**config.mk**
```make
export PLATFORM = sky130hd
export DESIGN_NAME = arp_scheduler_flat
export DESIGN_NICKNAME = d
export VERILOG_FILES = /design/src/rtl/simplepiano_pkg.sv /design/src/rtl/arp_scheduler_if.sv /design/src/rtl/arp_scheduler_tick_prescaler.sv /design/src/rtl/arp_scheduler.sv /design/src/flat_wrapper.sv
export SDC_FILE = /design/constraint.sdc
export NUM_CORES = 1
export LEC_CHECK = 0
export ABC_AREA = 1
export BUFFER_PORTS_ARGS = -buffer_cell sky130_fd_sc_hd__buf_2
export CELL_PAD_IN_SITES_DETAIL_PLACEMENT = 1
export CELL_PAD_IN_SITES_GLOBAL_PLACEMENT = 1
export CORE_ASPECT_RATIO = 1.1
export CORE_MARGIN = 3
export CORE_UTILIZATION = 48
export CTS_BUF_LIST = sky130_fd_sc_hd__clkbuf_8
export DETAILED_ROUTE_END_ITERATION = 6
export MAX_ROUTING_LAYER = met4
export PLACE_DENSITY = 0.84
export REMOVE_ABC_BUFFERS = 1
export SYNTH_ARGS = -nofsm -noshare
export SYNTH_HDL_FRONTEND = slang
export SYNTH_SLANG_ARGS = --single-unit
```
**constraint.sdc**
```tcl
create_clock -name clk -period 5.4 [get_ports clk]
set_clock_uncertainty 0.15 [all_clocks]
set_input_delay 0.27 -clock clk [delete_from_list [all_inputs] [get_ports clk]]
set_output_delay 0.27 -clock clk [all_outputs]
set_load 0.005 [all_outputs]
```
**src/rtl/simplepiano_pkg.sv**
```systemverilog
// -----------------------------------------------------------------------------
// simplepiano_pkg
// Shared constants and types for the piano datapath: silence code, key count,
// octave width and the arpeggiator state encoding.
// -----------------------------------------------------------------------------
package simplepiano_pkg;

    localparam logic [3:0] NOTE_SILENT = 4'hF;
    localparam int         NUM_KEYS    = 12;
    localparam int         OCT_W       = 4;

    typedef enum logic [1:0] {
        IDLE,
        PLAY,
        GAP
    } arp_state_t;

endpackage

```
**src/rtl/arp_scheduler_if.sv**
```systemverilog
// -----------------------------------------------------------------------------
// arp_scheduler_if
// Control/output bundle of the arpeggiator.
//   en          : 1 = arpeggiate, 0 = mono pass-through of lowest held key
//   keys        : key levels, 1 = held
//   octave_base : base octave
//   dwell       : ticks per note (0 behaves as 1)
//   gap         : silent ticks between notes (0 = legato)
//   note        : note index 0..11, 4'hF = silence
//   octave      : octave for the note lookup
//   step        : one-cycle pulse at the start of each arpeggio note
//   busy        : high while a note or gap is being played
// master = key register / controller side, slave = arp_scheduler.
// -----------------------------------------------------------------------------
interface arp_scheduler_if #(
    parameter int NUM_KEYS = simplepiano_pkg::NUM_KEYS
);

    logic                              en;
    logic [NUM_KEYS-1:0]               keys;
    logic [2:0]                        octave_base;
    logic [3:0]                        dwell;
    logic [1:0]                        gap;
    logic [3:0]                        note;
    logic [simplepiano_pkg::OCT_W-1:0] octave;
    logic                              step;
    logic                              busy;

    modport master (
        output en, keys, octave_base, dwell, gap,
        input  note, octave, step, busy
    );

    modport slave (
        input  en, keys, octave_base, dwell, gap,
        output note, octave, step, busy
    );

endinterface

```
**src/rtl/arp_scheduler_tick_prescaler.sv**
```systemverilog
// -----------------------------------------------------------------------------
// tick_prescaler
// Free-running counter 0..PRESCALE-1; tick is high while the count sits at
// PRESCALE-1. clr restarts the count at 0 on the next edge.
//   clk  : clock, rising edge
//   rstn : asynchronous active-low reset
//   clr  : synchronous restart
//   tick : one cycle in every PRESCALE
// -----------------------------------------------------------------------------
module tick_prescaler #(
    parameter int PRESCALE   = 10000,
    parameter int PRESCALE_W = 14
) (
    input  logic clk,
    input  logic rstn,
    input  logic clr,
    output logic tick
);

    localparam logic [PRESCALE_W-1:0] LAST = PRESCALE_W'(PRESCALE - 1);

    logic [PRESCALE_W-1:0] r_cnt;

    always_ff @(posedge clk or negedge rstn) begin
        if (!rstn) begin
            r_cnt <= '0;
        end else if (clr || (r_cnt == LAST)) begin
            r_cnt <= '0;
        end else begin
            r_cnt <= r_cnt + 1'b1;
        end
    end

    assign tick = (r_cnt == LAST);

endmodule

```
**src/rtl/arp_scheduler.sv**
```systemverilog
// -----------------------------------------------------------------------------
// arp_scheduler
// Arpeggiator: steps round-robin through the held keys at a rate set by the
// prescaler tick, dwell and gap, or passes the lowest held key through when
// en = 0. All outputs are registered.
//   clk  : clock, rising edge
//   rstn : asynchronous active-low reset
//   bus  : arp_scheduler_if.slave (en, keys, octave_base, dwell, gap in;
//          note, octave, step, busy out)
// Optional feature macro: ARP_OCTAVE_SPAN_EN -- alternate the octave up by one
// each time the arpeggio wraps back to a lower key (saturating at 7).
// -----------------------------------------------------------------------------
module arp_scheduler #(
    parameter int NUM_KEYS   = simplepiano_pkg::NUM_KEYS,
    parameter int PRESCALE   = 10000,
    parameter int PRESCALE_W = 14
) (
    input  logic           clk,
    input  logic           rstn,
    arp_scheduler_if.slave bus
);

    import simplepiano_pkg::*;

    // Lowest held index, or silence when nothing is held.
    function automatic logic [3:0] f_lowest(input logic [NUM_KEYS-1:0] k);
        logic [3:0] idx;
        logic       found;
        idx   = NOTE_SILENT;
        found = 1'b0;
        for (int unsigned i = 0; i < NUM_KEYS; i++) begin
            if (k[i] && !found) begin
                idx   = 4'(i);
                found = 1'b1;
            end
        end
        return idx;
    endfunction

    // Lowest held index strictly above p, wrapping to the lowest held overall.
    function automatic logic [3:0] f_next(input logic [NUM_KEYS-1:0] k,
                                          input logic [3:0]          p);
        logic [3:0] idx;
        logic       found;
        idx   = f_lowest(k);
        found = 1'b0;
        for (int unsigned i = 0; i < NUM_KEYS; i++) begin
            if (k[i] && (i > 32'(p)) && !found) begin
                idx   = 4'(i);
                found = 1'b1;
            end
        end
        return idx;
    endfunction

`ifdef ARP_OCTAVE_SPAN_EN
    // True when no held key lies above p, i.e. the next step wraps around
    // (a single held key counts as a wrap onto itself).
    function automatic logic f_wraps(input logic [NUM_KEYS-1:0] k,
                                     input logic [3:0]          p);
        logic above;
        above = 1'b0;
        for (int unsigned i = 0; i < NUM_KEYS; i++) begin
            if (k[i] && (i > 32'(p))) begin
                above = 1'b1;
            end
        end
        return !above;
    endfunction
`endif

    arp_state_t          r_state;
    arp_state_t          w_state_n;
    logic [NUM_KEYS-1:0] r_keys_q;
    logic [3:0]          r_ptr;
    logic [3:0]          w_ptr_n;
    logic [3:0]          r_dcnt;
    logic [3:0]          w_dcnt_n;
    logic [1:0]          r_gcnt;
    logic [1:0]          w_gcnt_n;

    logic [3:0]          r_note;
    logic [OCT_W-1:0]    r_octave;
    logic                r_step;
    logic                r_busy;
    logic [3:0]          w_note_n;
    logic [OCT_W-1:0]    w_octave_n;
    logic                w_step_n;
    logic                w_busy_n;

    logic                w_tick;
    logic                w_clr;
    logic                w_exit;
    logic                w_advance;
    logic [3:0]          w_dwell_last;
    logic [1:0]          w_gap_last;

`ifdef ARP_OCTAVE_SPAN_EN
    logic                r_span;
    logic                w_span_n;
    logic [OCT_W-1:0]    w_oct_sum;
`endif

    tick_prescaler #(
        .PRESCALE   (PRESCALE),
        .PRESCALE_W (PRESCALE_W)
    ) u_prescaler (
        .clk  (clk),
        .rstn (rstn),
        .clr  (w_clr),
        .tick (w_tick)
    );

    assign w_dwell_last = (bus.dwell == '0) ? '0 : (bus.dwell - 4'd1);
    assign w_gap_last   = bus.gap - 2'd1;
    assign w_exit       = (r_keys_q == '0) || !bus.en;

    // Next-state logic; w_advance marks a move onto the next key.
    always_comb begin
        w_state_n = r_state;
        w_ptr_n   = r_ptr;
        w_dcnt_n  = r_dcnt;
        w_gcnt_n  = r_gcnt;
        w_step_n  = 1'b0;
        w_clr     = 1'b0;
        w_advance = 1'b0;
        case (r_state)
            IDLE: begin
                if (bus.en && (r_keys_q != '0)) begin
                    w_state_n = PLAY;
                    w_ptr_n   = f_lowest(r_keys_q);
                    w_dcnt_n  = '0;
                    w_clr     = 1'b1;
                    w_step_n  = 1'b1;
                end
            end
            PLAY: begin
                if (w_exit) begin
                    w_state_n = IDLE;
                end else if (w_tick) begin
                    if (r_dcnt == w_dwell_last) begin
                        if (bus.gap == '0) begin
                            w_advance = 1'b1;
                        end else begin
                            w_state_n = GAP;
                            w_gcnt_n  = '0;
                        end
                    end else begin
                        w_dcnt_n = r_dcnt + 4'd1;
                    end
                end
            end
            GAP: begin
                if (w_exit) begin
                    w_state_n = IDLE;
                end else if (w_tick) begin
                    if (r_gcnt == w_gap_last) begin
                        w_advance = 1'b1;
                    end else begin
                        w_gcnt_n = r_gcnt + 2'd1;
                    end
                end
            end
            default: w_state_n = IDLE;
        endcase
        if (w_advance) begin
            w_state_n = PLAY;
            w_ptr_n   = f_next(r_keys_q, r_ptr);
            w_dcnt_n  = '0;
            w_step_n  = 1'b1;
        end
    end

`ifdef ARP_OCTAVE_SPAN_EN
    always_comb begin
        w_span_n = r_span;
        if ((r_state == IDLE) && (w_state_n == PLAY)) begin
            w_span_n = 1'b0;
        end else if (w_advance && f_wraps(r_keys_q, r_ptr)) begin
            w_span_n = !r_span;
        end
    end

    assign w_oct_sum = {1'b0, bus.octave_base} + {{(OCT_W-1){1'b0}}, w_span_n};
`endif

    // Outputs are derived from the next state so they register in step with it.
    always_comb begin
        w_note_n   = NOTE_SILENT;
        w_busy_n   = 1'b0;
        w_octave_n = {1'b0, bus.octave_base};
        case (w_state_n)
            IDLE: w_note_n = bus.en ? NOTE_SILENT : f_lowest(r_keys_q);
            PLAY: begin
                w_note_n = w_ptr_n;
                w_busy_n = 1'b1;
`ifdef ARP_OCTAVE_SPAN_EN
                w_octave_n = (w_oct_sum > OCT_W'(7)) ? OCT_W'(7) : w_oct_sum;
`endif
            end
            GAP: begin
                w_busy_n = 1'b1;
`ifdef ARP_OCTAVE_SPAN_EN
                w_octave_n = (w_oct_sum > OCT_W'(7)) ? OCT_W'(7) : w_oct_sum;
`endif
            end
            default: w_note_n = NOTE_SILENT;
        endcase
    end

    always_ff @(posedge clk or negedge rstn) begin
        if (!rstn) begin
            r_state  <= IDLE;
            r_keys_q <= '0;
            r_ptr    <= '0;
            r_dcnt   <= '0;
            r_gcnt   <= '0;
            r_note   <= NOTE_SILENT;
            r_octave <= '0;
            r_step   <= 1'b0;
            r_busy   <= 1'b0;
        end else begin
            r_state  <= w_state_n;
            r_keys_q <= bus.keys;
            r_ptr    <= w_ptr_n;
            r_dcnt   <= w_dcnt_n;
            r_gcnt   <= w_gcnt_n;
            r_note   <= w_note_n;
            r_octave <= w_octave_n;
            r_step   <= w_step_n;
            r_busy   <= w_busy_n;
        end
    end

`ifdef ARP_OCTAVE_SPAN_EN
    always_ff @(posedge clk or negedge rstn) begin
        if (!rstn) begin
            r_span <= 1'b0;
        end else begin
            r_span <= w_span_n;
        end
    end
`endif

    assign bus.note   = r_note;
    assign bus.octave = r_octave;
    assign bus.step   = r_step;
    assign bus.busy   = r_busy;

endmodule

```
**src/flat_wrapper.sv**
```systemverilog
// flat-port wrapper written by rule: the top's interface ports become plain ports
module arp_scheduler_flat import simplepiano_pkg::*;
#(
    parameter int NUM_KEYS   = simplepiano_pkg::NUM_KEYS,
    parameter int PRESCALE   = 10000,
    parameter int PRESCALE_W = 14
)
  (clk, rstn, bus_en, bus_keys, bus_octave_base, bus_dwell, bus_gap, bus_note, bus_octave, bus_step, bus_busy);
  arp_scheduler_if #(.NUM_KEYS(NUM_KEYS)) bus_i ();
  input  logic clk;
  input  logic rstn;
  input wire logic [$bits(bus_i.en)-1:0] bus_en;
  input wire logic [$bits(bus_i.keys)-1:0] bus_keys;
  input wire logic [$bits(bus_i.octave_base)-1:0] bus_octave_base;
  input wire logic [$bits(bus_i.dwell)-1:0] bus_dwell;
  input wire logic [$bits(bus_i.gap)-1:0] bus_gap;
  output wire logic [$bits(bus_i.note)-1:0] bus_note;
  output wire logic [$bits(bus_i.octave)-1:0] bus_octave;
  output wire logic [$bits(bus_i.step)-1:0] bus_step;
  output wire logic [$bits(bus_i.busy)-1:0] bus_busy;
  assign bus_i.en = bus_en;
  assign bus_i.keys = bus_keys;
  assign bus_i.octave_base = bus_octave_base;
  assign bus_i.dwell = bus_dwell;
  assign bus_i.gap = bus_gap;
  assign bus_note = bus_i.note;
  assign bus_octave = bus_i.octave;
  assign bus_step = bus_i.step;
  assign bus_busy = bus_i.busy;
  arp_scheduler #(.NUM_KEYS(NUM_KEYS), .PRESCALE(PRESCALE), .PRESCALE_W(PRESCALE_W)) u_core (.clk(clk), .rstn(rstn), .bus(bus_i));
endmodule
```
==> results.py <==
metrics = {
    "timing": {
        "setup_tns_ns": 0,
        "hold_viol": 9,
        "period_minus_slack_ns": 2.811,
        "period_share": 0.5206,
        "relSlewSlack": 0.2982,
        "holdWs_ns": -0.005287,
        "slew_viol_final": 0,
        "rsz0062_at_grt": "false",
        "tightest_slew_ns": 1.053,
        "setup_viol": 0,
        "fmaxAchievable_mhz": 355.7,
    },
    "flow_run": {
        "max-cap-violations": 0,
    },
    "clock_network": {
        "clk_latency_ns": 0.31,
        "cts_max_level": 2,
        "cts_buffer_depth": 2,
        "cts_sinks": 47,
        "cts_root_buf": "clkbuf_8",
        "clk_pin_slew_ns": 0.10,
        "tritoncts.num_buffers": 5,
        "cts_setup_buffers": 0,
        "cts_tree": "done",
    },
    "die": {
        "die-area_um2": 6796,
        "std_cell_rows": 28,
        "dieHeight_um": 86.16,
        "initial_utilization": 0.5098,
        "ios": 34,
        "die_x_um": 78.88,
        "design.core.area_um2": 5500,
    },
    "logic_synthesis": {
        "synth-edff-count": 0,
        "yosysSeqAreaShare": 0.4212,
        "syn_inst": 348,
        "yosys_warnings": 0,
        "avgSynthCellArea_um2": 8.057,
        "async_reset_ff_frac": 1.000,
        "netlist-cell-type-count": 40,
        "syn_area_um2": 2804,
        "synth_flop_cell": "dfrtp_1",
        "yosys_register_bits": 47,
    },
    "placed_design": {
        "io_buffer_count": 32,
        "dp.final_hpwl_um": 5289,
        "place_congestion": 0.8550,
        "placed_cell_area_um2": 3013,
    },
    "drt": {
        "ant_nets": 0,
        "firstDrtPassIters": 4,
        "drt_iter0_drc": 81,
        "wire_per_inst_um": 15.83,
        "drc": 0,
        "route.vias.total": 2477,
        "routed_wl_um": 7488,
        "vias_per_cell": 5.237,
    },
    "cells_and_area": {
        "multi_input_area_um2": 1381,
        "n_antenna_cell": 0,
        "fillCellCount": 698,
        "drive_gt1_frac": 0.2085,
        "final_area_um2": 3279,
        "syn2layout_area_growth_pct": 16.96,
        "ff_latch_area_um2": 1181,
        "nets": 430,
    },
    "critical_path": {
        "worstPathArrival_ns": 2.91,
        "cp-end-kind": "flop",
        "critPathRequiredTime_ns": 5.50,
        "crit_type": "flop to flop",
        "setup.worst_path.start_class": "flop",
        "cp_max_fo": 5,
    },
    "grt": {
        "grt_usage": 0.2497,
        "grt_pass1_vias": 2742,
        "grt_pass1_wl_um": 12860,
        "grt-ovfl-total": 0,
        "antenna_found_initial": 0,
        "grtUsageMet2": 0.4355,
        "grt_max_degree": 48,
        "grt-busiest-layer": "met2",
        "met1_usage": 0.2901,
        "use_met3": 0.04517,
    },
    "outcome": {
        "violations": "hold timing",
        "status": "complete, but fails checks",
    },
    "power_and_ir_drop": {
        "pwr_density_cell_nw_per_um2": 359.9,
        "ir_drop_mv": 0.2854,
        "p_leak_uw": 0.001592,
    },
    "min_path": {
        "hp-class": "input pin to asynchronous set/reset pin",
    },
}
-- where the power goes --
| group | leakage, µW | switching, µW | internal, µW |
|---|---|---|---|
| Sequential | 0.000593 | 52.6 | 424 |
| Combinational | 0.000940 | 270 | 159 |
| Clock | 0.0000587 | 133 | 141 |
| Total | 0.00159 | 456 | 724 |
-- critical path, stage by stage (launching register included) --
cell	delay (ns)
dfrtp_1	0.39
ha_1	0.18
nand2_1	0.08
nor2_1	0.13
inv_2	0.07
nor4_2	0.13
nand2_1	0.17
nor2_1	0.13
nand3_1	0.10
o21ai_1	0.13
a32oi_1	0.06
or2_0	0.21
nor2_1	0.15
inv_1	0.08
ha_1	0.23
nor2_1	0.23
nand3b_1	0.14
-- stage by stage --
stage	worst slack [ns]	power (µW)	utilization	instances
final	2.589	1180	0.5962	473
after global routing	2.179	1267	0.5962	473
after CTS	2.574	1177	0.5962	473
after detailed placement	2.617	896.3	0.5478	450
after global placement	2.784	878.6	0.5478	450
after floorplan	2.983	765.5	-	343
-- logic make-up after synthesis --
family	after synthesis	share of synthesized area
compound gates	48	0.1107
simple gates	178	0.3155
buf+inv	57	0.08612
flops	47	0.4212
xor+xnor	8	0.02499
other cells	1	0.001337
fa+ha+maj	9	0.04016
-- Yosys cell counts (2+ instances only) --
cell	number	share of area
nor2_4	3	0.012
nor3b_1	7	0.019
a21oi_1	16	0.029
o21ai_2	2	0.0062
o21ai_1	3	0.0054
nand4_1	6	0.013
and3_1	3	0.0067
ha_1	9	0.040
nor3_1	10	0.018
inv_2	5	0.0067
o21ai_0	15	0.027
buf_6	3	0.012
nand2_1	68	0.091
nand2_2	6	0.013
xor2_1	7	0.022
nor2_2	10	0.022
o2111ai_1	2	0.0062
dfstp_2	4	0.037
nand3_1	13	0.023
a21oi_4	2	0.012
nand3_2	5	0.018
o211ai_1	4	0.011
inv_1	46	0.062
dfrtp_1	43	0.38
nand3b_1	3	0.0080
nor2_1	39	0.052
-- routing by layer --
layer	vias to the layer above	routed length (µm)
met5	-	0
met4	0	172
met3	18	210
met2	40	3876
met1	1205	3229
li1	1214	-
-- sequential cells by signal (all words and copies together), names as in the netlist --
name and flops:
u_core.bus.busy 1, u_core.bus.note 4, u_core.bus.octave 3, u_core.bus.step 1, u_core.r_dcnt 4, u_core.r_gcnt 2, u_core.r_keys_q 12, u_core.r_ptr 4
u_core.r_state 2, u_core.u_prescaler.r_cnt 14
-- layout make-up --
| class | instances | share of cell area |
|---|---|---|
| Inverter | 52 | 0.05990 |
| Clock inverter | 3 | 0.01450 |
| Tap cell | 75 | 0.02861 |
| Sequential cell | 47 | 0.3602 |
| Clock buffer | 5 | 0.02098 |
| Multi-Input combinational cell | 244 | 0.4212 |
| Timing Repair Buffer | 47 | 0.09462 |
-- layout by cell type (no fill, tap or decap), types with 7 or more instances in the layout --
master	Yosys	routed
a21oi_1	16	16
buf_2	0	32
dfrtp_1	43	43
dlygate4sd3_1	0	15
ha_1	9	9
inv_1	46	46
nand2_1	68	68
nand3_1	13	13
nor2_1	39	39
nor2_2	10	10
nor3_1	10	10
nor3b_1	7	7
o21ai_0	15	15
xor2_1	7	7
-- path summary, 6_finish.rpt --
check / start / end / slack [ns] / depth (start not counted)
max in group asynchronous: rstn / u_core.r_ptr[0] / 4.46 / 1
worst min register to register: u_core.u_prescaler.r_cnt[0] / u_core.u_prescaler.r_cnt[0] / 0.33 / 1
worst max register to register: u_core.u_prescaler.r_cnt[0] / u_core.bus.note[1] / 2.59 / 16
worst max-delay path: u_core.u_prescaler.r_cnt[0] / u_core.bus.note[1] / 2.59 / 16
min in group clk: bus_en / u_core.bus.note[1] / 0.11 / 3
worst min-delay path: rstn / u_core.u_prescaler.r_cnt[6] / -0.005 / 1
-- timing repair --
action	in CTS	in global routing
hold buffers	15	0
endpoints found under the hold margin	15	0
gates resized for setup	0	0
(Power assumes the default switching activity.)
